`src/rtl/dm_access_ctrl.sv`:
```
// -----------------------------------------------------------------------------
// dm_access_ctrl
//   Sequences the single data-memory port and shares it between the CPU MEM
//   stage and a DMA/debug requester. Builds byte enables and lane-replicated
//   write data for word/half/byte stores and stalls the CPU until its access
//   completes.
//
//   Handshakes: a requester raises *_req with its controls and holds them
//   until it sees the one-cycle *_done pulse. mem_req is held high with stable
//   mem_* controls until mem_ack is sampled high on a rising clock edge, or
//   until the timeout aborts the access.
//
// Ports
//   clk, reset                  clock, synchronous active-high reset
//   cpu_req/we/size/addr/wdata  CPU access request (size 000 W, 001 H, 010 B)
//   cpu_stall                   cpu_req & ~cpu_done
//   cpu_done/err/rdata          CPU completion pulse, error flag, raw mem word
//   dma_req/we/addr/wdata       DMA word access request
//   dma_done/err/rdata          DMA completion pulse, timeout flag, read word
//   mem_req/we/addr/be/wdata    data-memory request side
//   mem_rdata/ack               data-memory response side
//   state_dbg                   current FSM state (0 IDLE, 1 BUSY, 2 RESP)
// -----------------------------------------------------------------------------
module dm_access_ctrl #(
  parameter int FAIR_LIMIT = 4,
  parameter int TIMEOUT    = 16
) (
  input  logic        clk,
  input  logic        reset,
  input  logic        cpu_req,
  input  logic        cpu_we,
  input  logic [2:0]  cpu_size,
  input  logic [31:0] cpu_addr,
  input  logic [31:0] cpu_wdata,
  output logic        cpu_stall,
  output logic        cpu_done,
  output logic        cpu_err,
  output logic [31:0] cpu_rdata,
  input  logic        dma_req,
  input  logic        dma_we,
  input  logic [31:0] dma_addr,
  input  logic [31:0] dma_wdata,
  output logic        dma_done,
  output logic        dma_err,
  output logic [31:0] dma_rdata,
  output logic        mem_req,
  output logic        mem_we,
  output logic [31:0] mem_addr,
  output logic [3:0]  mem_be,
  output logic [31:0] mem_wdata,
  input  logic [31:0] mem_rdata,
  input  logic        mem_ack,
  output logic [1:0]  state_dbg
);

  localparam int FW = $clog2(FAIR_LIMIT + 1);
  localparam int TW = (TIMEOUT > 1) ? $clog2(TIMEOUT) : 1;

  typedef enum logic [1:0] {IDLE = 2'd0, BUSY = 2'd1, RESP = 2'd2} state_t;

  state_t        state, state_next;
  logic          owner;        // 0 = CPU, 1 = DMA
  logic          l_we;
  logic [2:0]    l_size;
  logic [31:0]   l_addr;
  logic [31:0]   l_wdata;
  logic          err_r;
  logic [31:0]   rdata_r;
  logic [FW-1:0] fair_cnt;
  logic [TW-1:0] to_cnt;

  logic cpu_win, dma_win, cpu_legal, to_last;

  // CPU keeps priority until it has taken FAIR_LIMIT grants in a row while
  // the DMA was waiting.
  assign cpu_win = (state == IDLE) && cpu_req &&
                   !(dma_req && (fair_cnt == FW'(FAIR_LIMIT)));
  assign dma_win = (state == IDLE) && dma_req && !cpu_win;
  assign to_last = (to_cnt == TW'(TIMEOUT - 1));

  always_comb begin
    case (cpu_size)
      3'b000:  cpu_legal = (cpu_addr[1:0] == 2'b00);
      3'b001:  cpu_legal = !cpu_addr[0];
      3'b010:  cpu_legal = 1'b1;
      default: cpu_legal = 1'b0;
    endcase
  end

  // State register
  always_ff @(posedge clk) begin
    if (reset) state <= IDLE;
    else       state <= state_next;
  end

  // Next-state logic
  always_comb begin
    state_next = state;
    case (state)
      IDLE: begin
        // An illegal CPU access skips the memory entirely.
        if (cpu_win)      state_next = cpu_legal ? BUSY : RESP;
        else if (dma_win) state_next = BUSY;
      end
      BUSY:    if (mem_ack || to_last) state_next = RESP;
      RESP:    state_next = IDLE;
      default: state_next = IDLE;
    endcase
  end

  // Latched access, fairness and timeout bookkeeping
  always_ff @(posedge clk) begin
    if (reset) begin
      owner    <= 1'b0;
      l_we     <= 1'b0;
      l_size   <= 3'b000;
      l_addr   <= 32'h0;
      l_wdata  <= 32'h0;
      err_r    <= 1'b0;
      rdata_r  <= 32'h0;
      fair_cnt <= '0;
      to_cnt   <= '0;
    end else begin
      if (cpu_win) begin
        owner    <= 1'b0;
        l_we     <= cpu_we;
        l_size   <= cpu_size;
        l_addr   <= cpu_addr;
        l_wdata  <= cpu_wdata;
        err_r    <= !cpu_legal;
        to_cnt   <= '0;
        fair_cnt <= dma_req ? fair_cnt + FW'(1) : '0;
      end else if (dma_win) begin
        owner    <= 1'b1;
        l_we     <= dma_we;
        l_size   <= 3'b000;    // DMA is always a full word
        l_addr   <= dma_addr;
        l_wdata  <= dma_wdata;
        err_r    <= 1'b0;
        to_cnt   <= '0;
        fair_cnt <= '0;
      end
      if (state == BUSY) begin
        if (mem_ack) begin
          rdata_r <= mem_rdata;
          err_r   <= 1'b0;
        end else begin
          to_cnt <= to_cnt + TW'(1);
          if (to_last) err_r <= 1'b1;
        end
      end
    end
  end

  // Outputs
  always_comb begin
    cpu_done  = (state == RESP) && !owner;
    dma_done  = (state == RESP) && owner;
    cpu_err   = cpu_done && err_r;
    dma_err   = dma_done && err_r;
    mem_req   = 1'b0;
    mem_we    = 1'b0;
    mem_addr  = 32'h0;
    mem_be    = 4'b0000;
    mem_wdata = 32'h0;
    if (state == BUSY) begin
      mem_req  = 1'b1;
      mem_we   = l_we;
      mem_addr = {l_addr[31:2], 2'b00};
      case (l_size)
        3'b001: begin
          mem_be    = l_addr[1] ? 4'b1100 : 4'b0011;
          mem_wdata = {2{l_wdata[15:0]}};
        end
        3'b010: begin
          mem_be    = 4'b0001 << l_addr[1:0];
          mem_wdata = {4{l_wdata[7:0]}};
        end
        default: begin
          mem_be    = 4'b1111;
          mem_wdata = l_wdata;
        end
      endcase
    end
  end

  assign cpu_stall = cpu_req && !cpu_done;
  assign cpu_rdata = rdata_r;
  assign dma_rdata = rdata_r;
  assign state_dbg = state;

endmodule

```
`config.mk`:
```
export PLATFORM = sky130hd
export DESIGN_NAME = dm_access_ctrl
export DESIGN_NICKNAME = d
export VERILOG_FILES = /design/src/rtl/dm_access_ctrl.sv
export SDC_FILE = /design/constraint.sdc
export NUM_CORES = 1
export LEC_CHECK = 0
export CORE_AREA = 4 4 125 139
export CTS_BUF_LIST = sky130_fd_sc_hd__clkbuf_4
export DETAILED_ROUTE_END_ITERATION = 16
export DIE_AREA = 0 0 129 143
export GPL_TIMING_DRIVEN = 0
export PLACE_DENSITY = 0.77
export SYNTH_ARGS = -nofsm -noshare
export SYNTH_HDL_FRONTEND = slang
export SYNTH_SLANG_ARGS = --single-unit
```
`constraint.sdc`:
```
create_clock -name clk -period 1.55 [get_ports clk]
set_input_delay 0.31 -clock clk [delete_from_list [all_inputs] [get_ports clk]]
set_output_delay 0.31 -clock clk [all_outputs]
set_load 0.1 [all_outputs]
```
==> key figures, run 1 <==
Cells and area
  • Area delta synth->final: 135.6%
  • Final Cell Area: 13340 sq um
  • NumNets Final: 1323
  • Reg area: 2307 sq um
  • Number of fill cells: 818
  • Layout cell share with drive strength beyond 1: 56.36%
  • Multi-input logic area: 4317 sq um

Synthesis
  • Post-synth EDFFs: 0
  • Post-Syn Instances: 766
  • Fraction of registers with async set/reset: 0%
  • Mapped Area: 5662 sq um
  • Synthesis Warnings: 0
  • Syn_area_per_cell: 7.391 sq um
  • Yosys cell types: 39
  • Flops & latches, synth: 111
  • Seq/Total Area, Yosys: 39.25%
  • Top FF cell, synth: dfxtp_1

Routing
  • Total number of vias: 7330
  • Via-to-Cell Ratio: 5.386
  • 1st-pass router iterations: 4
  • Wire per inst: 22.10 um
  • Routed Antenna Nets: 0
  • 1st-iter DRT viols: 454
  • Routed WL: 30080 um
  • DR DRC count: 0

Clock tree
  • CTS H-tree lvls: 3
  • Num Clock Sinks: 111
  • Clk buf depth: 2
  • CTS tree: yes
  • Clk_lat worst skew: 540 ps
  • CTS clock-pin slew for the worst setup and hold paths: 190 ps
  • Hold_buf cts: 0
  • Clock Tree Root: clkbuf_4
  • CTS Buf Count: 9

Die
  • Core Region: 16060 sq um
  • Die area: 18450 sq um
  • FP Rows: 49
  • Die height: 143 um
  • I/O Pins: 311
  • Chip width: 129 um
  • Initial Util: 35.25%

Setup path
  • Setup CP Type: flop to output pin
  • CP max FO: 5
  • Critical path's top delay family: simple AND/OR/NAND/NOR gates
  • CP max stage delay: 460 ps
  • Worst setup SP type: flop
  • Slowest-stage cell, CP: or3b_4
  • Worst Path Buf+Inv: 2
  • Setup crit end kind: output pin
  • Required @ worst endpoint: 1240 ps
  • CP dominant cell by count: buf_12
  • CP arrival: 2080 ps
  • Critical path, cell by cell: or3b_4 > nand2_8 > buf_12 > nand2_4 > a21oi_4 > buf_12

STA
  • Final Critical Period: 2388 ps
  • Worst Setup Slack, final: -837.8 ps
  • Worst slew pin tran: 796.9 ps
  • Period utilisation layout: 154.0%
  • Worst hold slack: 192.0 ps
  • Clock Skew: 26.79 ps
  • Rel. slew slack: 46.88%
  • Fin. max-slew vios: 0
  • Final setup fails: 184
  • Unrepaired setup endpoints after global routing: yes
  • Hold violation total from the final report: 0
  • Fmax: 418.8 MHz

Min path
  • Hold WC Path Type: input port to flop

Placed design
  • RePlAce Congestion: 0.8345
  • Detailed placement HPWL: 17600 um
  • # port buffers: 306
  • Dpl cell area: 9702 sq um

Global routing
  • Total gr overflow: 0
  • Tot GR Track Use: 24.96%
  • Vias in the first global route: 6820
  • Global-route wire length before repair: 36080 um
  • Initial antenna violation count: 2
  • Largest net degree at the start of global routing: 22

Run
  • Max-cap violations: 0

Power
  • Maximum vdd ir drop: 0.4725 mV
  • Overall power: 10.90 mW
  • Power Density: 816.9 nW/um^2
  • P_leak: 5.164 nW

Status
  • Failing checks: setup timing
  • Outcome: finished, violations left
registers in the layout, indices dropped and copies added, names as in the netlist:
register   cells
cpu_rdata     32
err_r          1
fair_cnt       3
l_addr        32
l_size         3
l_wdata       32
l_we           1
owner          1
state_dbg      2
to_cnt         4
report_power, final:
part | leakage, nW | switching (mW) | internal, mW
Sequential | 0.937 | 0.315 | 3.13
Clock | 0.0702 | 1.19 | 0.374
Combinational | 4.16 | 3.27 | 2.61
timing repair:
item                                     CTS  global route
cloned                                     4            21
pin swaps                                 24            97
endpoints found under the setup margin   242           235
gates resized for setup                 1263           327
buffers inserted                          30            18
layout by cell type, fill, tap and decap left out, types with 3 or more instances in the layout:
master           instances
a21oi_4                 22
o21ai_1                  3
dfxtp_2                 26
a211oi_2                46
a21oi_1                 56
nand3_2                  3
buf_8                   22
nand2_2                 41
buf_12                 120
buf_4                   38
a211oi_1                20
clkdlybuf4s50_1        167
nor2_1                  30
buf_2                    4
clkbuf_1                10
dfxtp_4                 14
clkinv_8                 3
clkbuf_4                 9
nand2_1                120
buf_16                   4
clkbuf_16               21
nor3b_4                  3
a21oi_2                 49
nor2_4                  17
o21ai_0                  3
and2_4                  43
a31oi_4                  8
nand2_4                 25
dfxtp_1                 71
and3_4                   3
nand3_1                  5
buf_6                   75
nor2_2                  29
per-layer routing:
layer,wire length [um],GRT usage [%],vias to the layer above
met5,0,0,-
met4,1329,10.95,0
met3,1950,5.649,89
met2,15850,45.17,341
met1,10940,27.80,3579
li1,-,-,3321
final timing paths:
path / start / to / slack, ps / cells after the start
worst min-delay path: dma_req / fair_cnt[1] / 190 / 3
worst min register to register: cpu_rdata[20] / cpu_rdata[20] / 480 / 2
worst max-delay path: l_size[2] / mem_wdata[23] / -840 / 6
worst max register to register: state_dbg[1] / l_wdata[11] / -270 / 9
worst register-to-register path: stages (launching register included):
cell and delay, ps:
dfxtp_4 390, buf_6 120, buf_6 110, buf_6 110, nor2_4 150, and3_4 270, clkbuf_16 180, clkbuf_16 150
a21oi_1 40, a211oi_1 230
cell families after synthesis:
kind of cell    after synthesis  synth area share (%)
simple gates                334                 25.64
compound gates              214                 23.34
flops                       111                 39.25
buf+inv                     100                 10.59
xor+xnor                      3                0.4642
fa+ha+maj                     3                0.6631
other cells                   1               0.06623
cell type report:
class / count / area share (%)
timing repair buffer: 378 / 39.45
multi-input combinational: 556 / 32.35
sequential: 111 / 17.29
buffer: 88 / 7.531
tap: 204 / 1.913
clock inverter: 7 / 0.5721
clock buffer: 9 / 0.5064
inverter: 5 / 0.2532
timing repair inverter: 1 / 0.08440
antenna: 2 / 0.03751
synthesized netlist by cell type, types with 2 or more instances:
cell type | count | area (sq um)
a21oi_1 | 127 | 635.6
o21ai_0 | 8 | 40.04
nor3b_1 | 2 | 15.01
dfxtp_1 | 111 | 2222
a31oi_1 | 9 | 56.30
nand2b_1 | 2 | 12.51
and3_1 | 3 | 18.77
a211oi_1 | 53 | 397.9
xnor2_1 | 2 | 17.52
buf_6 | 2 | 22.52
nor2_1 | 74 | 277.8
and2_1 | 43 | 269.0
nor3b_2 | 2 | 25.02
buf_2 | 25 | 125.1
buf_4 | 47 | 352.8
buf_1 | 2 | 7.510
nand3_1 | 9 | 45.04
clkbuf_1 | 18 | 67.56
nand2_1 | 188 | 705.7
ha_1 | 3 | 37.54
nor2b_1 | 2 | 12.51
inv_1 | 4 | 15.01
nand3b_1 | 2 | 15.01
a211oi_2 | 13 | 162.7
per-stage QoR:
step / setup WS, ps / TNS [ps] / cells / util, %
global placement: -1289 / -149570 / 1277 / 60.40
global route: -882.8 / -71950 / 1361 / 83.06
CTS: -853.1 / -46670 / 1326 / 72.10
detailed placement: -1294 / -151490 / 1277 / 60.40
floorplan: -760.0 / -20020 / 767 / -
finish: -837.8 / -61700 / 1361 / 83.06
Power figures use the tool's default switching activity.
==> run 2, diff against run 1 <==
--- a/config.mk
+++ b/config.mk
@@ -5,12 +5,14 @@
 export SDC_FILE = /design/constraint.sdc
 export NUM_CORES = 1
 export LEC_CHECK = 0
+export ABC_CLOCK_PERIOD_IN_PS = 1550
 export CORE_AREA = 4 4 125 139
 export CTS_BUF_LIST = sky130_fd_sc_hd__clkbuf_4
 export DETAILED_ROUTE_END_ITERATION = 16
 export DIE_AREA = 0 0 129 143
 export GPL_TIMING_DRIVEN = 0
 export PLACE_DENSITY = 0.77
+export SLEW_MARGIN = 20
 export SYNTH_ARGS = -nofsm -noshare
 export SYNTH_HDL_FRONTEND = slang
 export SYNTH_SLANG_ARGS = --single-unit
==> results of run 2 <==
No change in the layout: final DEF, timing and power equal those of run 1.
